--- src/rtl/mc_ctrl_fsm_pkg.sv ---
// Shared encodings for the multi-cycle RV32I controller: opcodes, FSM states,
// instruction classes, imm_sel (also used by the sign/zero-extend unit), alu_op and wb_sel.
package mc_ctrl_fsm_pkg;

  localparam logic [6:0] OPC_LUI    = 7'b0110111;
  localparam logic [6:0] OPC_AUIPC  = 7'b0010111;
  localparam logic [6:0] OPC_JAL    = 7'b1101111;
  localparam logic [6:0] OPC_JALR   = 7'b1100111;
  localparam logic [6:0] OPC_BRANCH = 7'b1100011;
  localparam logic [6:0] OPC_LOAD   = 7'b0000011;
  localparam logic [6:0] OPC_STORE  = 7'b0100011;
  localparam logic [6:0] OPC_OPIMM  = 7'b0010011;
  localparam logic [6:0] OPC_OP     = 7'b0110011;

  typedef enum logic [2:0] {
    ST_FETCH  = 3'd0,
    ST_DECODE = 3'd1,
    ST_EXEC   = 3'd2,
    ST_MEM    = 3'd3,
    ST_WB     = 3'd4,
    ST_TRAP   = 3'd5
  } state_t;

  typedef enum logic [3:0] {
    CL_OP, CL_OPIMM, CL_LOAD, CL_STORE, CL_BRANCH,
    CL_LUI, CL_AUIPC, CL_JAL, CL_JALR, CL_ILLEGAL
  } iclass_t;

  localparam logic [2:0] IMM_NONE = 3'd0;
  localparam logic [2:0] IMM_I    = 3'd1;
  localparam logic [2:0] IMM_S    = 3'd2;
  localparam logic [2:0] IMM_B    = 3'd3;
  localparam logic [2:0] IMM_U    = 3'd4;
  localparam logic [2:0] IMM_J    = 3'd5;

  localparam logic [3:0] ALU_ADD   = 4'd0;
  localparam logic [3:0] ALU_SUB   = 4'd1;
  localparam logic [3:0] ALU_SLL   = 4'd2;
  localparam logic [3:0] ALU_SLT   = 4'd3;
  localparam logic [3:0] ALU_SLTU  = 4'd4;
  localparam logic [3:0] ALU_XOR   = 4'd5;
  localparam logic [3:0] ALU_SRL   = 4'd6;
  localparam logic [3:0] ALU_SRA   = 4'd7;
  localparam logic [3:0] ALU_OR    = 4'd8;
  localparam logic [3:0] ALU_AND   = 4'd9;
  localparam logic [3:0] ALU_PASSB = 4'd10;

  localparam logic [1:0] WB_ALU  = 2'd0;
  localparam logic [1:0] WB_LOAD = 2'd1;
  localparam logic [1:0] WB_PC4  = 2'd2;

  // Reserved funct3 codes (010/011) resolve to not-taken.
  function automatic logic branch_taken(input logic [2:0] funct3,
                                        input logic zero, input logic lt);
    case (funct3)
      3'b000:  return zero;
      3'b001:  return !zero;
      3'b100:  return lt;
      3'b101:  return !lt;
      3'b110:  return lt;
      3'b111:  return !lt;
      default: return 1'b0;
    endcase
  endfunction

endpackage

--- src/rtl/mc_ctrl_fsm_if.sv ---
// Memory request bus between the controller (master) and the memory port (slave).
// Handshake: mem_req (with mem_we) is held high until the cycle mem_ready is high;
// that cycle completes the transfer. mem_ready while mem_req is low has no effect.
interface mc_ctrl_fsm_if;
  logic mem_req;
  logic mem_we;
  logic mem_ready;

  modport master (output mem_req, output mem_we, input mem_ready);
  modport slave  (input mem_req, input mem_we, output mem_ready);
endinterface

--- src/rtl/mc_ctrl_fsm_opcode_dec.sv ---
// Combinational decode of opcode/funct3/funct7 into instruction class,
// immediate type and the ALU function used in EXEC.
module opcode_dec
  import mc_ctrl_fsm_pkg::*;
(
  input  logic [6:0] opcode,
  input  logic [2:0] funct3,
  input  logic       funct7_b5,
  output iclass_t    iclass,
  output logic [2:0] imm_sel,
  output logic [3:0] alu_op
);

  logic [3:0] arith_op;

  // Shared by OP and OP-IMM; SUB is only distinguished for register-register ops.
  always_comb begin
    arith_op = ALU_ADD;
    case (funct3)
      3'b001:  arith_op = ALU_SLL;
      3'b010:  arith_op = ALU_SLT;
      3'b011:  arith_op = ALU_SLTU;
      3'b100:  arith_op = ALU_XOR;
      3'b101:  arith_op = funct7_b5 ? ALU_SRA : ALU_SRL;
      3'b110:  arith_op = ALU_OR;
      3'b111:  arith_op = ALU_AND;
      default: arith_op = ALU_ADD;
    endcase
  end

  always_comb begin
    iclass  = CL_ILLEGAL;
    imm_sel = IMM_NONE;
    alu_op  = ALU_ADD;
    case (opcode)
      OPC_OP: begin
        iclass = CL_OP;
        alu_op = (funct3 == 3'b000 && funct7_b5) ? ALU_SUB : arith_op;
      end
      OPC_OPIMM: begin
        iclass  = CL_OPIMM;
        imm_sel = IMM_I;
        alu_op  = arith_op;
      end
      OPC_LOAD: begin
        iclass  = CL_LOAD;
        imm_sel = IMM_I;
      end
      OPC_STORE: begin
        iclass  = CL_STORE;
        imm_sel = IMM_S;
      end
      OPC_BRANCH: begin
        iclass  = CL_BRANCH;
        imm_sel = IMM_B;
        case (funct3[2:1])
          2'b10:   alu_op = ALU_SLT;
          2'b11:   alu_op = ALU_SLTU;
          default: alu_op = ALU_SUB;
        endcase
      end
      OPC_LUI: begin
        iclass  = CL_LUI;
        imm_sel = IMM_U;
        alu_op  = ALU_PASSB;
      end
      OPC_AUIPC: begin
        iclass  = CL_AUIPC;
        imm_sel = IMM_U;
      end
      OPC_JAL: begin
        iclass  = CL_JAL;
        imm_sel = IMM_J;
      end
      OPC_JALR: begin
        iclass  = CL_JALR;
        imm_sel = IMM_I;
      end
      default: iclass = CL_ILLEGAL;
    endcase
  end

endmodule

--- src/rtl/mc_ctrl_fsm.sv ---
// Multi-cycle RV32I control sequencer: FETCH/DECODE/EXEC/MEM/WB strobes plus instret.
// Build option ILLEGAL_TRAP_EN: unknown opcodes park the FSM in TRAP instead of acting as NOPs.
module mc_ctrl_fsm
  import mc_ctrl_fsm_pkg::*;
#(
  parameter int CNT_W     = 32,
  parameter int IMM_SEL_W = 3
) (
  input  logic                 clk,
  input  logic                 rst_n,
  input  logic [31:0]          inst,
  mc_ctrl_fsm_if.master        mem,
  input  logic                 alu_zero,
  input  logic                 alu_lt,
  output logic                 ir_we,
  output logic                 pc_we,
  output logic                 pc_sel,
  output logic [IMM_SEL_W-1:0] imm_sel,
  output logic                 alu_src_a,
  output logic                 alu_src_b,
  output logic [3:0]           alu_op,
  output logic                 rf_we,
  output logic [1:0]           wb_sel,
  output logic [2:0]           state,
  output logic [CNT_W-1:0]     instret,
  output logic                 illegal
);

  state_t           state_q, state_d;
  logic [CNT_W-1:0] instret_q;
  iclass_t          iclass;
  logic [2:0]       dec_imm_sel, imm_sel_c;
  logic [3:0]       dec_alu_op;
  logic             mem_req_c, mem_we_c, retire, taken;
  logic             unused_inst_bits;

  assign unused_inst_bits = ^{inst[31], inst[29:15]};

  opcode_dec u_dec (
    .opcode    (inst[6:0]),
    .funct3    (inst[14:12]),
    .funct7_b5 (inst[30]),
    .iclass    (iclass),
    .imm_sel   (dec_imm_sel),
    .alu_op    (dec_alu_op)
  );

  assign taken = branch_taken(inst[14:12], alu_zero, alu_lt);

  always_ff @(posedge clk) begin
    if (!rst_n) begin
      state_q   <= ST_FETCH;
      instret_q <= '0;
    end else begin
      state_q <= state_d;
      if (retire) instret_q <= instret_q + CNT_W'(1);
    end
  end

  always_comb begin
    state_d   = state_q;
    mem_req_c = 1'b0;
    mem_we_c  = 1'b0;
    ir_we     = 1'b0;
    pc_we     = 1'b0;
    pc_sel    = 1'b0;
    imm_sel_c = IMM_NONE;
    alu_src_a = 1'b0;
    alu_src_b = 1'b0;
    alu_op    = ALU_ADD;
    rf_we     = 1'b0;
    wb_sel    = WB_ALU;
    case (state_q)
      ST_FETCH: begin
        mem_req_c = 1'b1;
        if (mem.mem_ready) begin
          ir_we   = 1'b1;
          pc_we   = 1'b1;
          state_d = ST_DECODE;
        end
      end
      ST_DECODE: begin
        imm_sel_c = dec_imm_sel;
        state_d   = ST_EXEC;
`ifdef ILLEGAL_TRAP_EN
        if (iclass == CL_ILLEGAL) state_d = ST_TRAP;
`endif
      end
      ST_EXEC: begin
        imm_sel_c = dec_imm_sel;
        alu_op    = dec_alu_op;
        state_d   = ST_WB;
        case (iclass)
          CL_OP: ;
          CL_OPIMM, CL_LUI: alu_src_b = 1'b1;
          CL_AUIPC: begin
            alu_src_a = 1'b1;
            alu_src_b = 1'b1;
          end
          CL_LOAD, CL_STORE: begin
            alu_src_b = 1'b1;
            state_d   = ST_MEM;
          end
          // ALU compares rs1/rs2; the datapath supplies the PC+imm target on pc_sel=1.
          CL_BRANCH: begin
            pc_we   = taken;
            pc_sel  = taken;
            state_d = ST_FETCH;
          end
          CL_JAL: begin
            alu_src_a = 1'b1;
            alu_src_b = 1'b1;
            pc_we     = 1'b1;
            pc_sel    = 1'b1;
          end
          CL_JALR: begin
            alu_src_b = 1'b1;
            pc_we     = 1'b1;
            pc_sel    = 1'b1;
          end
          default: state_d = ST_FETCH;
        endcase
      end
      ST_MEM: begin
        mem_req_c = 1'b1;
        mem_we_c  = (iclass == CL_STORE);
        if (mem.mem_ready) state_d = (iclass == CL_STORE) ? ST_FETCH : ST_WB;
      end
      ST_WB: begin
        rf_we   = (inst[11:7] != 5'd0);
        state_d = ST_FETCH;
        if (iclass == CL_LOAD) wb_sel = WB_LOAD;
        else if (iclass == CL_JAL || iclass == CL_JALR) wb_sel = WB_PC4;
      end
`ifdef ILLEGAL_TRAP_EN
      ST_TRAP: state_d = ST_TRAP;
`endif
      default: state_d = ST_FETCH;
    endcase
    // Strobes are forced off while reset is held so a pending request is withdrawn.
    if (!rst_n) begin
      mem_req_c = 1'b0;
      mem_we_c  = 1'b0;
      ir_we     = 1'b0;
      pc_we     = 1'b0;
      pc_sel    = 1'b0;
      imm_sel_c = IMM_NONE;
      alu_src_a = 1'b0;
      alu_src_b = 1'b0;
      alu_op    = ALU_ADD;
      rf_we     = 1'b0;
      wb_sel    = WB_ALU;
    end
  end

  assign retire = (state_d == ST_FETCH) &&
                  (state_q == ST_EXEC || state_q == ST_MEM || state_q == ST_WB);

  assign mem.mem_req = mem_req_c;
  assign mem.mem_we  = mem_we_c;
  assign imm_sel     = IMM_SEL_W'(imm_sel_c);
  assign state       = state_q;
  assign instret     = instret_q;

`ifdef ILLEGAL_TRAP_EN
  logic illegal_q;
  always_ff @(posedge clk) begin
    if (!rst_n) illegal_q <= 1'b0;
    else if (state_d == ST_TRAP) illegal_q <= 1'b1;
  end
  assign illegal = illegal_q;
`else
  assign illegal = 1'b0;
`endif

endmodule

--- src/flat_wrapper.sv ---
// flat-port wrapper written by rule: the top's interface ports become plain ports
module mc_ctrl_fsm_flat import mc_ctrl_fsm_pkg::*;
#(
  parameter int CNT_W     = 32,
  parameter int IMM_SEL_W = 3
)
  (clk, rst_n, inst, alu_zero, alu_lt, ir_we, pc_we, pc_sel, imm_sel, alu_src_a, alu_src_b, alu_op, rf_we, wb_sel, state, instret, illegal, mem_mem_req, mem_mem_we, mem_mem_ready);
  mc_ctrl_fsm_if mem_i ();
  input  logic clk;
  input  logic rst_n;
  input  logic [31:0] inst;
  input  logic alu_zero;
  input  logic alu_lt;
  output logic ir_we;
  output logic pc_we;
  output logic pc_sel;
  output logic [IMM_SEL_W-1:0] imm_sel;
  output logic alu_src_a;
  output logic alu_src_b;
  output logic [3:0] alu_op;
  output logic rf_we;
  output logic [1:0] wb_sel;
  output logic [2:0] state;
  output logic [CNT_W-1:0] instret;
  output logic illegal;
  output wire logic [$bits(mem_i.mem_req)-1:0] mem_mem_req;
  output wire logic [$bits(mem_i.mem_we)-1:0] mem_mem_we;
  input wire logic [$bits(mem_i.mem_ready)-1:0] mem_mem_ready;
  assign mem_mem_req = mem_i.mem_req;
  assign mem_mem_we = mem_i.mem_we;
  assign mem_i.mem_ready = mem_mem_ready;
  mc_ctrl_fsm #(.CNT_W(CNT_W), .IMM_SEL_W(IMM_SEL_W)) u_core (.clk(clk), .rst_n(rst_n), .inst(inst), .mem(mem_i), .alu_zero(alu_zero), .alu_lt(alu_lt), .ir_we(ir_we), .pc_we(pc_we), .pc_sel(pc_sel), .imm_sel(imm_sel), .alu_src_a(alu_src_a), .alu_src_b(alu_src_b), .alu_op(alu_op), .rf_we(rf_we), .wb_sel(wb_sel), .state(state), .instret(instret), .illegal(illegal));
endmodule
--- config.mk ---
export PLATFORM = sky130hd
export DESIGN_NAME = mc_ctrl_fsm_flat
export DESIGN_NICKNAME = d
export VERILOG_FILES = /design/src/rtl/mc_ctrl_fsm_pkg.sv /design/src/rtl/mc_ctrl_fsm_if.sv /design/src/rtl/mc_ctrl_fsm_opcode_dec.sv /design/src/rtl/mc_ctrl_fsm.sv /design/src/flat_wrapper.sv
export SDC_FILE = /design/constraint.sdc
export NUM_CORES = 1
export LEC_CHECK = 0
export CAP_MARGIN = 0
export CORE_MARGIN = 2
export CORE_UTILIZATION = 49
export CTS_BUF_LIST = sky130_fd_sc_hd__clkbuf_2
export CTS_CLUSTER_DIAMETER = 120
export DETAILED_ROUTE_END_ITERATION = 8
export PLACE_DENSITY = 0.95
export SYNTH_ARGS = -nofsm -noshare
export SYNTH_HDL_FRONTEND = slang
export SYNTH_SLANG_ARGS = --single-unit
--- constraint.sdc ---
create_clock -name clk -period 3.9 [get_ports clk]
set_input_delay 0.78 -clock clk [delete_from_list [all_inputs] [get_ports clk]]
set_output_delay 0.78 -clock clk [all_outputs]
set_load 0.01 [all_outputs]
==> impl_metrics.json <==
{
  "status": "finished clean",
  "nets": 424,
  "leakagePower_nw": 1.05,
  "cp.buffers_inverters": 2,
  "drt_iter0_markers": 207,
  "slew_headroom_pct": 36.1,
  "antenna_found_initial": 0,
  "synth_warnings": 0,
  "synth_ff_type": "dfxtp_1",
  "grt_pass1_vias": 2464,
  "multi_input_area_um2": 1500,
  "hold-path-endpoint": "u_core.instret[31]",
  "syn_area_um2": 2350,
  "synth.avg_cell_area_um2": 7.42,
  "dr_total_vias": 2715,
  "tns_ns": 0,
  "ys_seq_area_share_pct": 29.9,
  "synth_seq_cells": 35,
  "drt-total-wl_mm": 6.44,
  "worst_slew_pin_slew_ns": 0.949,
  "synthTopCellsByArea": "dfxtp_1, a21oi_1, or4_1",
  "cts_tree": "built",
  "ir_worst_vdd_mv": 0.187,
  "fin_area_um2": 3210,
  "track_usage_pct": 24.4,
  "fin_skew_ns": 0.0330,
  "hpwlAfterDp_mm": 4.75,
  "crit_slowest_cell": "clkdlybuf4s50_1",
  "rsz0062_at_grt": "false",
  "period_minus_slack_ns": 3.74,
  "cts-buffers-inserted": 5,
  "num_io_pins": 90,
  "timing.rr.end": "u_core.instret[31]",
  "cp-end-kind": "primary output",
  "drt_drc_violations_left": 0,
  "overflow": 0,
  "via_per_inst": 6.16,
  "htreeDepth": 2,
  "dr_wl_met3_um": 472,
  "path_max_fanout": 6,
  "coreArea_um2": 4660,
  "cap_violations": 0,
  "yosysUniqueCellTypes": 52,
  "dpl.cell_count": 433,
  "regArea_um2": 701,
  "cts_num_sinks": 35,
  "path_clk_slew_ns": 0.18,
  "gp_congestion": 1.02,
  "hold_buffers": 0,
  "startpoint": "inst[12]",
  "worstHoldStart": "u_core.instret[31]",
  "holdPathStages": 2,
  "io_buffer_count": 72,
  "dpl_cell_area_um2": 3110,
  "setup_violations": 0,
  "layout-drive-gt1-share_pct": 6.98,
  "r2r_setup_slack_ns": 1.38,
  "grt_pass1_wl_mm": 10.6,
  "finalCritPeriodShare_pct": 96.0,
  "critPathMaxStageDelay_ns": 0.60,
  "final_cell_count_no_fill": 441,
  "crit_type": "input port to primary output",
  "crit_required_ns": 3.12,
  "die_w_um": 73.2,
  "fmax_ghz": 0.267,
  "synth-async-reset-ratio_pct": 0,
  "antenna_cells": 0,
  "cts_resized": 1,
  "worstPathCellList": "clkdlybuf4s50_1, xnor2_1, a22oi_1, nand4_1, or4_1, o21ai_0, clkdlybuf4s50_1",
  "rr_startpoint": "u_core.state[1]",
  "num_rows": 25,
  "drt-pass1-iter-count": 4,
  "m1WireLength_mm": 2.72,
  "nFillCells": 377,
  "syn_nets": 354,
  "top_layer": "met4",
  "start_kind": "input port",
  "initial_core_util_pct": 50.3,
  "path_common_cell": "clkdlybuf4s50_1",
  "yosysTopAreaCellShare_pct": 29.9,
  "synth_edf_count": 0,
  "grt_max_degree": 33,
  "ant_nets": 0,
  "clk_latency_ns": 0.40,
  "wl_met2_mm": 3.17,
  "slew_viol_final": 0,
  "area_growth_pct": 36.7,
  "yosys.area.top_type": "dfxtp_1",
  "fin_total_pwr_uw": 711,
  "cp_top_family": "buffers and inverters",
  "reg2reg_depth": 5,
  "synthCells": 316,
  "routedWlPerCell_um": 14.6,
  "cts_buffer_depth": 2,
  "critical_path_arrival_ns": 2.96,
  "post_cts_buffers": 0,
  "utilization_pct": 68.8,
  "dieArea_um2": 5360,
  "powerDensity_nw_per_um2": 222,
  "cts-root-buf": "clkbuf_2",
  "chipHeight_um": 73.2,
  "finalHoldViolations": 0,
  "hold_path.class": "flip-flop to flip-flop"
}
==> metrics by stage <==
| step | hold WS (ns) | setup slack, ns |
|---|---|---|
| 4_1_cts | 0.507 | 0.0338 |
| 6_report | 0.509 | 0.157 |
| 3_5_place_dp | 0.484 | -0.0443 |
| 2_1_floorplan | 0.496 | 1.00 |
| 3_3_place_gp | 0.463 | 0.0476 |
| 5_1_grt | 0.542 | 0.0146 |
==> how the worst max path moves through the flow <==
stage          depth (start not counted)  slack (ns)   endpoint
2_1_floorplan                          6        1.00  alu_op[0]
3_3_place_gp                           7        0.05  alu_op[0]
3_5_place_dp                           7       -0.04  alu_op[0]
4_1_cts                                8        0.03     pc_sel
5_1_grt                                7        0.01     pc_sel
6_report                               7        0.16     pc_sel
==> metal layers <==
metal	vias to the layer above	track usage, %
met3	10	6.91
met2	106	42.9
met1	1259	29.1
met5	-	0
li1	1340	-
met4	0	6.17
==> synth_stat cells, types with 2 or more instances <==
master	count
nand3_1	19
nor4_1	5
and2_1	3
xnor2_1	3
and3b_1	2
nand2b_1	3
inv_1	12
o31ai_1	17
buf_2	5
buf_1	2
mux2i_1	3
nand2_1	29
clkbuf_1	10
nand4_1	9
a31oi_1	2
buf_6	3
nor2_1	19
a211o_1	2
buf_4	2
o21ai_0	15
or3_1	12
xor2_1	3
nand4b_1	2
or4_1	19
dfxtp_1	35
and3_1	5
a21oi_1	40
or2_2	3
a22o_1	2
nor3_1	7
o21a_1	2
==> flip-flops by register name, indices dropped and copies added, names as in the netlist <==
| register | count |
|---|---|
| u_core.instret | 32 |
| u_core.state | 3 |
==> cells by family after synthesis <==
kind of cell / share of synthesized area (%)
AO/OA/AOI/OAI: 23.7
other: 0.160
XOR/XNOR: 2.24
multiplexers: 1.28
buffers and inverters: 6.99
flip-flops: 29.9
adder cells (fa/ha/maj): 0.533
AND/OR/NAND/NOR: 35.2
==> worst min-delay path, delay by kind of cell, from the launching register on <==
family	cells	cell delay [ns]
compound gates	2	0.13
flops	1	0.36
==> cell usage in the layout (no fill, tap or decap), drive strengths merged, types with 2 or more instances in the layout <==
cell,synthesis,final
dlymetal6s2s,0,5
nand4,9,9
mux2i,3,3
nand4b,2,2
nor3,7,7
xnor2,3,3
a31oi,2,2
and3,5,5
nor4,5,5
nor2,19,19
clkbuf,10,5
nand3,19,19
o21ai,15,15
o21a,2,2
buf,12,13
xor2,3,3
o31ai,17,17
nand2,29,29
clkdlybuf4s50,0,67
or2,4,4
nand2b,4,4
and2,3,3
or4,19,19
a21oi,40,40
dfxtp,35,35
inv,12,13
or3,12,12
and3b,2,2
and4b,2,2
a211o,2,2
a22o,2,2
==> area by class of cell <==
type,instances,share of cell area (%)
Inverter,12,1.40
Tap cell,54,2.11
Clock inverter,3,1.33
Multi-Input combinational cell,247,46.6
Sequential cell,35,21.8
Clock buffer,5,0.780
Timing Repair Buffer,85,25.9
==> power by group <==
part	internal, mW	switching (mW)	leakage (nW)
logic	0.0499	0.0537	0.726
clock network	0.109	0.134	0.0410
registers	0.360	0.00434	0.282
No activity file was read; power rests on OpenSTA's default activity.
